--- config.mk ---
export PLATFORM = sky130hd
export DESIGN_NAME = bnn_io_sequencer
export DESIGN_NICKNAME = d
export VERILOG_FILES = /design/src/rtl/bnn_io_sequencer.sv
export SDC_FILE = /design/constraint.sdc
export NUM_CORES = 1
export LEC_CHECK = 0
export ABC_AREA = 1
export ABC_CLOCK_PERIOD_IN_PS = 1500
export CORE_AREA = 2 2 56 71
export DETAILED_ROUTE_END_ITERATION = 16
export DIE_AREA = 0 0 58 73
export GPL_TIMING_DRIVEN = 0
export PLACE_DENSITY_LB_ADDON = 0.05
export SLEW_MARGIN = 20
export SYNTH_ARGS = -nofsm -noshare
export SYNTH_HDL_FRONTEND = slang
export SYNTH_SLANG_ARGS = --single-unit
--- constraint.sdc ---
create_clock -name clk -period 1.5 [get_ports clk]
set_input_delay 0.225 -clock clk [delete_from_list [all_inputs] [get_ports clk]]
set_output_delay 0.225 -clock clk [all_outputs]
set_load 0.03 [all_outputs]
--- src/rtl/bnn_io_sequencer.sv ---
// Byte-stream sequencer driving the tiny_bnn io_in bus (slow clock, setup, parameter shift, nibble banks).
// Optional parameter-bit counting with param_done is enabled by defining BNN_PARAM_COUNT_EN.
module bnn_io_sequencer #(
    parameter int PARAM_BYTES = 16
) (
    input  logic       clk,
    input  logic       reset,
    input  logic [7:0] s_data,
    input  logic       s_is_param,
    input  logic       s_valid,
    output logic       s_ready,
    output logic [7:0] io_in_o,
    input  logic [7:0] io_out_i,
    output logic [7:0] res_data,
    output logic       res_valid,
    output logic       param_done
);

    typedef enum logic [2:0] {
        IDLE, P_LO, P_HI, X_LO_L, X_LO_H, X_HI_L, X_HI_H, CAPTURE
    } state_t;

    state_t     state_q, state_d;
    logic [7:0] byte_q, byte_d;
    logic [2:0] bit_q, bit_d;
    logic [7:0] io_in_q, io_in_d;
    logic [7:0] res_data_q, res_data_d;
    logic       res_valid_q, res_valid_d;
    logic       accept_s;
    logic       drop_s;

    if (PARAM_BYTES < 1) begin : g_param_check
        $error("PARAM_BYTES must be at least 1");
    end

    assign s_ready  = (state_q == IDLE) & ~reset;
    assign accept_s = s_valid & s_ready;

`ifdef BNN_PARAM_COUNT_EN
    localparam int TOTAL_BITS = PARAM_BYTES * 8;
    localparam int CNT_W      = $clog2(TOTAL_BITS + 1);

    logic [CNT_W-1:0] cnt_q, cnt_d;
    logic             done_q, done_d;

    // Count each completed parameter bit (the end of every P_HI slot).
    always_comb begin
        cnt_d  = cnt_q;
        done_d = done_q;
        if (state_q == P_HI) begin
            cnt_d = cnt_q + CNT_W'(1);
        end else begin
            cnt_d = cnt_q;
        end
        done_d = (cnt_d == CNT_W'(TOTAL_BITS));
    end

    // Parameter bit counter and completion flag.
    always_ff @(posedge clk) begin
        if (reset) begin
            cnt_q  <= '0;
            done_q <= 1'b0;
        end else begin
            cnt_q  <= cnt_d;
            done_q <= done_d;
        end
    end

    assign drop_s     = done_q;
    assign param_done = done_q;
`else
    assign drop_s     = 1'b0;
    assign param_done = 1'b0;
`endif

    // Sequencing FSM; io_in is computed from the next state so the bus is registered.
    always_comb begin
        state_d     = state_q;
        byte_d      = byte_q;
        bit_d       = bit_q;
        res_data_d  = res_data_q;
        res_valid_d = 1'b0;
        io_in_d     = 8'h00;
        case (state_q)
            IDLE: begin
                if (accept_s) begin
                    byte_d = s_data;
                    bit_d  = 3'd7;
                    if (!s_is_param) begin
                        state_d = X_LO_L;
                    end else if (!drop_s) begin
                        state_d = P_LO;
                    end else begin
                        state_d = IDLE;
                    end
                end else begin
                    state_d = IDLE;
                end
            end
            P_LO: state_d = P_HI;
            P_HI: begin
                if (bit_q == 3'd0) begin
                    state_d = IDLE;
                end else begin
                    state_d = P_LO;
                    bit_d   = bit_q - 3'd1;
                end
            end
            X_LO_L: state_d = X_LO_H;
            X_LO_H: state_d = X_HI_L;
            X_HI_L: state_d = X_HI_H;
            X_HI_H: state_d = CAPTURE;
            CAPTURE: begin
                state_d     = IDLE;
                res_data_d  = io_out_i;
                res_valid_d = 1'b1;
            end
            default: state_d = IDLE;
        endcase

        // Bus layout: {x_nibble[3:0], x_bank_hi, param_in, setup, bnn_clk}
        case (state_d)
            P_LO:    io_in_d = {4'h0, 1'b0, byte_d[bit_d], 1'b1, 1'b0};
            P_HI:    io_in_d = {4'h0, 1'b0, byte_d[bit_d], 1'b1, 1'b1};
            X_LO_L:  io_in_d = {byte_d[3:0], 1'b0, 2'b00, 1'b0};
            X_LO_H:  io_in_d = {byte_d[3:0], 1'b0, 2'b00, 1'b1};
            X_HI_L:  io_in_d = {byte_d[7:4], 1'b1, 2'b00, 1'b0};
            X_HI_H:  io_in_d = {byte_d[7:4], 1'b1, 2'b00, 1'b1};
            default: io_in_d = 8'h00;
        endcase
    end

    // State and output registers; reset aborts any byte in flight.
    always_ff @(posedge clk) begin
        if (reset) begin
            state_q     <= IDLE;
            byte_q      <= 8'h00;
            bit_q       <= 3'd0;
            io_in_q     <= 8'h00;
            res_data_q  <= 8'h00;
            res_valid_q <= 1'b0;
        end else begin
            state_q     <= state_d;
            byte_q      <= byte_d;
            bit_q       <= bit_d;
            io_in_q     <= io_in_d;
            res_data_q  <= res_data_d;
            res_valid_q <= res_valid_d;
        end
    end

    assign io_in_o   = io_in_q;
    assign res_data  = res_data_q;
    assign res_valid = res_valid_q;

endmodule

==> impl_metrics.ini, run 1 <==
[worst_hold_path]
worstHoldStart = res_data[0]
hp-class = register to register

[floorplanning]
io_pins = 39
chipWidth_um = 58
core_area_um2 = 3630
die_area_um2 = 4230
fp.dieH_um = 73
initial_core_util_pct = 39.2
rows = 25

[setup_path]
reg2reg_from = state_q[1]
critPathSlowestCell = dfxtp_2
cp_max_fo = 7
crit_path_cell_trace = buf_6 > nor2_4 > nand3_4 > buf_8 > o21ai_4 > nand2_1 > nand3_2 > nand3_2 > nand2_1 > nor2_1
worst-path-buf-inv = 2
worstPathArrival_ps = 1790
slowest_delay_ps = 320
crit_type = register to register
critical_path.startpoint = state_q[1]
critPathTopFamily = simple AND/OR/NAND/NOR gates
start_kind = register
cp.required_ps = 1680
rrSetupSlack_ps = -110
cp-end-kind = register

[yosys]
synth_top_area_cell = dfxtp_1
synth_edf_count = 0
synth_compound_area_share_pct = 14.0
synthCells = 195
synth_area_um2 = 1420
ys_ff_latch = 31
synth_warnings = 0
async_reset_ff_share_pct = 0
synth_top_family_by_area = simple AND/OR/NAND/NOR gates
synth_top_area_share_pct = 43.6
synth_nets = 217
ys_types = 26
synth_area_leaders = dfxtp_1, inv_1, nand2_1
synth_adder_area_share_pct = 1.76
yosysSeqAreaShare_pct = 43.6
ys.flop_type = dfxtp_1
yosys.area_share.simple_pct = 26.1
syn_avg_cell_area_um2 = 7.30
netlist_top_cells_count = inv_1, dfxtp_1, nand2_1, nor2_1, nand3_1
synthXorXnorAreaFrac_pct = 0
yosys.cell_count.top_type = inv_1
synthMuxAreaShare_pct = 0

[timing]
postLayoutSetupSlackWorst_ps = -108
finalHoldViolCount = 0
finalSetupViolCount = 5
min_period_ps = 1610
rsz0062_at_grt = true
finalCritPeriodShare_pct = 107
fin_tns_setup_ps = -176
slew_headroom_pct = 66.3
fmax_mhz = 622
clock_skew_ps = 4.48
worst_pin_slew_ps = 505
drv_slew = 0
hold_ws_ps = 445

[finish]
antenna_cells = 0
register_area_um2 = 627
fin_util_pct = 64.1
area_growth_pct = 63.6
final_cells = 298
n_fill_cell = 332
drive_gt1_share_pct = 29.8
stdcell_area_um2 = 2330
final_nets = 279
multi_input_area_um2 = 792

[route]
wl_um = 3820
via_count = 1440
via_per_inst = 4.83
drtAntennaViolNets = 0
firstDrtPassIters = 4
wl_per_cell_um = 12.8
drc_errors = 0
drtIter0Drc = 25

[global_route]
grt_max_degree = 11
grt-ovfl-total = 0
antenna_found_initial = 0
first_global_vias = 1434
grt_pass1_wl_um = 6050
grt_usage_pct = 18.7

[power]
vdd.ir_drop.worst_mv = 0.801
p_leak_nw = 1.17
pwr_density_cell_nw_per_um2 = 1000
power_mw = 2.33

[place]
placed_area_um2 = 1840
place_inst = 272
dp_hpwl_um = 2560
portBuffers = 37
dp_slack_ps = -403
gp_congestion = 0.808

[clocking]
cts_buffer_depth = 2
cts.clk_slew.worst_paths_ps = 70
cts.htree.levels = 2
cts.sinks = 31
cts_tree = yes
clk_latency_ps = 280
numCtsBuffers = 5
cts-root-buf = clkbuf_8

[status]
violations = negative setup slack
status = finished, violations left

[run]
maxCapViolations = 0
## layer usage
| layer | part of all wire (%) | vias to the layer above | global-route usage [%] |
|---|---|---|---|
| li1 | - | 730 | - |
| met1 | 36 | 667 | 18.4 |
| met2 | 57 | 39 | 36.4 |
| met3 | 6.1 | 4 | 6.03 |
| met4 | 0.94 | 0 | 5.68 |
| met5 | 0 | - | 0 |
## kinds of logic (layout without fill, tap and decap cells)
| group | Yosys count | after routing |
|---|---|---|
| other | 1 | 1 |
| AO/OA/AOI/OAI | 34 | 34 |
| AND/OR/NAND/NOR | 80 | 80 |
| flip-flops | 31 | 31 |
| buffers and inverters | 47 | 110 |
| adder cells (fa/ha/maj) | 2 | 2 |
## final timing paths
check | cells past startpoint | to
min reg2reg | 2 | res_data[0]
max reg2reg | 10 | io_in_o[2]
min | 2 | res_data[0]
max | 10 | io_in_o[2]
## final cells by class
cell class,instances,area share [%]
inverters,39,6.29
repair buffers,55,22.8
clock inverters,2,1.51
well taps,40,2.15
clock buffers,6,3.55
flip-flops and latches,31,26.9
multi-input cells,117,34.0
plain buffers,8,2.69
## where the power goes
group          switching (mW)  internal (mW)
Combinational           0.328          0.273
Clock                   0.316          0.537
Sequential             0.0178          0.864
## worst reg2reg max path, stage by stage (launching register included)
cell and delay [ps]:
dfxtp_2 320, buf_6 130, nor2_4 160, nand3_4 200
buf_8 210, o21ai_4 150, nand2_1 100, nand3_2 70
nand3_2 70, nand2_1 70, nor2_1 40
## cell usage in the layout, fill, tap and decap left out, types with 5 or more instances in the layout
master,n
nand2_4,5
dfxtp_1,28
dlygate4sd2_1,11
nor2_2,6
nand2_1,20
buf_4,17
inv_1,37
o21ai_4,5
nand3_1,6
nor2_1,23
a21oi_1,10
o21ai_0,9
clkdlybuf4s50_1,19
nand3_2,8
dlymetal6s2s_1,6
clkbuf_8,6
## sequential cells by signal, indices dropped and copies added, names as in the netlist
name	flops
res_valid	1
res_data	8
state_q	3
byte_q	8
bit_q	3
io_in_o	8
## timing repair
action                                  4_1_cts  5_1_grt
pin swaps                                     7       22
gates resized for setup                      39       42
setup buffers                                12        5
hold endpoints to repair                      0        0
gates cloned                                  1        0
hold buffers                                  0        0
endpoints found under the setup margin       32       13
Note: power is estimated with default switching activity, not from simulation.
==> inputs of run 2 (changes only) <==
--- a/config.mk
+++ b/config.mk
@@ -7,9 +7,11 @@
 export LEC_CHECK = 0
 export ABC_AREA = 1
 export ABC_CLOCK_PERIOD_IN_PS = 1500
-export CORE_AREA = 2 2 56 71
+export CELL_PAD_IN_SITES_DETAIL_PLACEMENT = 1
+export CELL_PAD_IN_SITES_GLOBAL_PLACEMENT = 1
+export CORE_AREA = 2 2 65 82
 export DETAILED_ROUTE_END_ITERATION = 16
-export DIE_AREA = 0 0 58 73
+export DIE_AREA = 0 0 67 84
 export GPL_TIMING_DRIVEN = 0
 export PLACE_DENSITY_LB_ADDON = 0.05
 export SLEW_MARGIN = 20
==> run 2 against run 1 <==
- the flow still finishes with violations (negative setup slack)
- fmax grew 2.8%
- combinational power grew 1%
- largest cell class unchanged
- power grew 0.64%
- clock-buffer cell count is the same
- via count grew 4.4%
- critical path type unchanged
- highest routed layer unchanged
- non-clock buffer count shrank 1
- register-to-register slack gained 40 ps
==> impl_metrics.ini, run 2 (synthesis gave the netlist of run 1 again) <==
[place]
gp_congestion = 0.766
place_inst = 294
dp_hpwl_um = 3020
portBuffers = 37

[finish]
final_nets = 279
antenna_cells = 0
n_fill_cell = 627
final_cells = 320
final_common_cell = inv_1
area_growth_pct = 63.9
layout_common_cells = inv_1, dfxtp_1, nor2_1
drive_gt1_share_pct = 29.8

[setup_path]
timing.critical_path.mode_cell = nand2_1
slowest_delay_ps = 310
start_kind = register
critPathSlowestCell = dfxtp_1
critPathTopFamily = simple AND/OR/NAND/NOR gates
crit_path_cell_trace = buf_6 > nor2_4 > nand3_4 > clkbuf_16 > nand2_1 > o21ai_4 > nand2_1 > nand3_2 > nand3_2 > nand2_1 > nor2_1
cp-end-kind = register
worst-path-buf-inv = 2
cp_max_fo = 7
crit_type = register to register
cp.required_ps = 1730
worstPathArrival_ps = 1790

[timing]
fin_tns_setup_ps = -105
clock_skew_ps = 8.56
hold_ws_ps = 449
postLayoutSetupSlackWorst_ps = -64.5
fmax_mhz = 639
drv_slew = 0
finalSetupViolCount = 4
rsz0062_at_grt = true
finalCritPeriodShare_pct = 104
finalHoldViolCount = 0
min_period_ps = 1560

[clocking]
cts.htree.levels = 2
cts-root-buf = clkbuf_8
cts_buffer_depth = 2
cts.sinks = 31
cts.clk_slew.worst_paths_ps = 70
cts_tree = yes
numCtsBuffers = 5
clk_latency_ps = 280
ctsHoldBuffers = 0

[floorplanning]
die_area_um2 = 5630
rows = 29
initial_core_util_pct = 28.8
fp.dieH_um = 84
chipWidth_um = 67
io_pins = 39
core_area_um2 = 4930

[status]
violations = negative setup slack
status = finished, violations left

[global_route]
grt_max_degree = 11
antenna_found_initial = 0
grt_usage_pct = 16.1
grt-ovfl-total = 0
grt_pass1_wl_um = 6880
first_global_vias = 1514

[route]
dr_wl_met3_um = 202
via_count = 1504
via_per_inst = 4.70
drt-met1-wl_um = 1780
top_layer = met4
drtAntennaViolNets = 0
drc_errors = 0
firstDrtPassIters = 4
wl_per_cell_um = 14.7
drtIter0Drc = 27
wl_um = 4690
wl_met2_um = 2580

[worst_hold_path]
hp-class = register to register

[run]
maxCapViolations = 0

[power]
p_leak_nw = 1.16
vdd.ir_drop.worst_mv = 0.546
pwr_density_cell_nw_per_um2 = 1010
## run 2: changes by cell type in the layout (fill, tap and decap cells not counted), sizes merged
cell,before,now
clkdlybuf4s50,19,18
clkbuf,7,8
nand3,16,17
buf,26,24
dlymetal6s2s,6,5
dlygate4sd2,11,13
## run 2: final timing paths
kind,from,to,slack (ps),cells past startpoint
max,state_q[1],io_in_o[2],-60,11
min reg2reg,res_data[3],res_data[3],450,2
min,res_data[3],res_data[3],450,2
max reg2reg,state_q[1],io_in_o[2],-60,11
## run 2: cell type report
type	count	area [um^2]	share of cell area, %
buffer	7	53.8	2.31
clock buffer	6	82.6	3.54
clock inverter	2	35.0	1.50
inverter	39	146	6.28
multi-input combinational	118	776	33.3
sequential	31	628	26.9
tap	62	77.6	3.33
timing repair buffer	55	532	22.8
## run 2: what timing repair did
action,in CTS,in global routing
gates cloned,0,2
setup endpoints to repair,35,17
setup buffers,9,8
gates resized for setup,38,42
hold endpoints to repair,0,0
pin swaps,10,15
## run 2: worst min-delay path: stages (launching register included)
cell     delay [ps]
dfxtp_1         310
inv_1            40
a21oi_1          50
## run 2: per-layer routing
| layer | GRT usage (%) | vias up |
|---|---|---|
| met5 | 0 | - |
| met4 | 6.49 | 0 |
| met3 | 4.05 | 11 |
| met2 | 29.3 | 39 |
| met1 | 17.0 | 722 |
| li1 | - | 732 |
## run 2: power breakdown
part | switching, mW | internal, mW | leakage (nW)
clock network | 0.325 | 0.537 | 0.0612
registers | 0.0175 | 0.863 | 0.254
logic | 0.341 | 0.266 | 0.846
total | 0.683 | 1.67 | 1.16
## run 2: metrics by stage
stage | power (mW) | utilization, % | setup slack (ps) | instance area [um^2]
CTS | 2.26 | 42.7 | -29.5 | 2110
floorplan | 1.17 | - | 49.0 | 1420
detailed placement | 1.32 | 37.9 | -487 | 1870
finish | 2.35 | 47.2 | -64.5 | 2330
global route | 2.46 | 47.2 | -176 | 2330
global placement | 1.30 | 37.9 | -478 | 1870
==> inputs of run 3 (changes only) <==
==> constraint.sdc (replaced) <==
create_clock -name clk -period 1.5 [get_ports clk]
set_input_delay 0.15 -clock clk [delete_from_list [all_inputs] [get_ports clk]]
set_output_delay 0.15 -clock clk [all_outputs]
set_load 0.03 [all_outputs]
==> run 3 against run 2 <==
- the flow still finishes with violations (negative setup slack)
- power increased by 0.87%
- sequential power about the same
- critical path depth decreased by 2
- clock skew about the same
- largest power group unchanged
==> impl_metrics.ini, run 3 (synthesis gave the netlist of run 1 again) <==
[setup_path]
worstPathArrival_ps = 1820
critPathSlowestCell = dfxtp_2
critPathTopFamily = simple AND/OR/NAND/NOR gates
reg2reg_from = state_q[1]
worst-path-buf-inv = 2
worstRegToRegCells = 9
cp_max_fo = 7
slowest_delay_ps = 320
cp-end-kind = register
cp.required_ps = 1730
start_kind = register
rrSetupSlack_ps = -90
crit_type = register to register
regToRegEndpoint = io_in_o[2]
critical_path.startpoint = state_q[1]
crit_path_cell_trace = buf_6 > nor2_4 > nand3_4 > clkbuf_16 > o211ai_4 > nand3_2 > a21oi_2 > nand2_1 > nor2_1

[route]
via_per_inst = 4.61
drtIter0Drc = 34
drc_errors = 0
via_count = 1483
firstDrtPassIters = 4
wl_um = 4730
wl_per_cell_um = 14.7
drtAntennaViolNets = 0

[finish]
stdcell_area_um2 = 2370
final_common_cell = inv_1
antenna_cells = 0
drive_gt1_share_pct = 31.2
area_growth_pct = 66.3
final_nets = 281
layout_common_cells = inv_1, clkdlybuf4s50_1, dfxtp_1
final_cells = 322

[floorplanning]
chipWidth_um = 67
fp.dieH_um = 84
io_pins = 39
initial_core_util_pct = 28.8
rows = 29
core_area_um2 = 4930
die_area_um2 = 5630

[timing]
postLayoutSetupSlackWorst_ps = -87.2
drv_slew = 0
fmax_mhz = 630
finalSetupViolCount = 4
finalHoldViolCount = 0
clock_skew_ps = 8.51
min_period_ps = 1590
finalCritPeriodShare_pct = 106
rsz0062_at_grt = true

[worst_hold_path]
hold_path_end = res_data[3]
worstHoldStart = res_data[3]
hp-class = register to register
hold_depth = 2

[place]
place_inst = 294
portBuffers = 37
gp_congestion = 0.766
placed_area_um2 = 1870
dp_slack_ps = -412
dp_hpwl_um = 3020

[global_route]
grt-ovfl-total = 0
first_global_vias = 1533
grt_usage_pct = 16.5
grt_max_degree = 11
grt_pass1_wl_um = 7050
antenna_found_initial = 0

[clocking]
cts.htree.levels = 2
cts_buffer_depth = 2
numCtsBuffers = 5
cts_tree = yes
ctsHoldBuffers = 0
clk_latency_ps = 280
cts.clk_slew.worst_paths_ps = 70
cts.sinks = 31
cts-root-buf = clkbuf_8

[status]
violations = negative setup slack
status = finished, violations left

[power]
p_leak_nw = 1.02
vdd.ir_drop.worst_mv = 0.555
pwr_density_cell_nw_per_um2 = 1000

[run]
maxCapViolations = 0
[run 3: changes by cell type in the layout (fill, tap and decap cells not counted), sizes merged]
cell / change
buf: +1
clkbuf: +1
clkdlybuf4s50: +18
dlygate4sd2: -13
dlymetal6s2s: -5
[run 3: layout make-up]
cell class | instances | area, um^2
multi-input combinational | 118 | 793
inverter | 39 | 146
fill | 620 | 2570
timing repair buffer | 57 | 548
tap | 62 | 77.6
clock buffer | 6 | 82.6
sequential | 31 | 629
clock inverter | 2 | 35.0
buffer | 7 | 53.8
[run 3: routing by layer]
metal,wire (um),vias to the layer above,global-route usage (%),share of wire [%]
met5,0,-,0,0
met2,2630,31,30.4,56
li1,-,734,-,-
met4,133,0,6.12,2.8
met3,168,10,3.91,3.6
met1,1790,708,17.4,38
[run 3: tightest hold or removal path: stages (launching register included)]
cell and delay [ps]:
dfxtp_1 310, inv_1 50, a21oi_1 50
[run 3: timing repair]
item	CTS	global route
gates resized for setup	21	44
setup buffers	10	9
pin swaps	8	20
cloned	0	2
endpoints found under the setup margin	22	11
[run 3: how the worst max path moves through the flow]
stage,to,cells past startpoint,slack [ps]
after floorplan,io_in_o[2],10,50
after global placement,io_in_o[0],6,-400
after detailed placement,io_in_o[4],4,-410
after CTS,io_in_o[2],11,-40
after global routing,io_in_o[2],11,-210
final,io_in_o[2],9,-90
[run 3: where the power goes]
part	internal, mW	leakage (nW)	total [mW]	switching (mW)
combinational	0.280	0.708	0.620	0.339
sequential	0.864	0.255	0.884	0.0209
clock	0.537	0.0612	0.866	0.329
total	1.68	1.02	2.37	0.689
[run 3: stage by stage]
step	hold WS [ps]	total power, mW	TNS, ps	utilization [%]
2_1_floorplan	302	1.17	0	-
5_1_grt	470	2.48	-726	47.9
6_report	452	2.37	-169	47.9
4_1_cts	458	2.26	-43.0	43.1
3_5_place_dp	445	1.32	-8430	37.9
3_3_place_gp	435	1.30	-8100	37.9
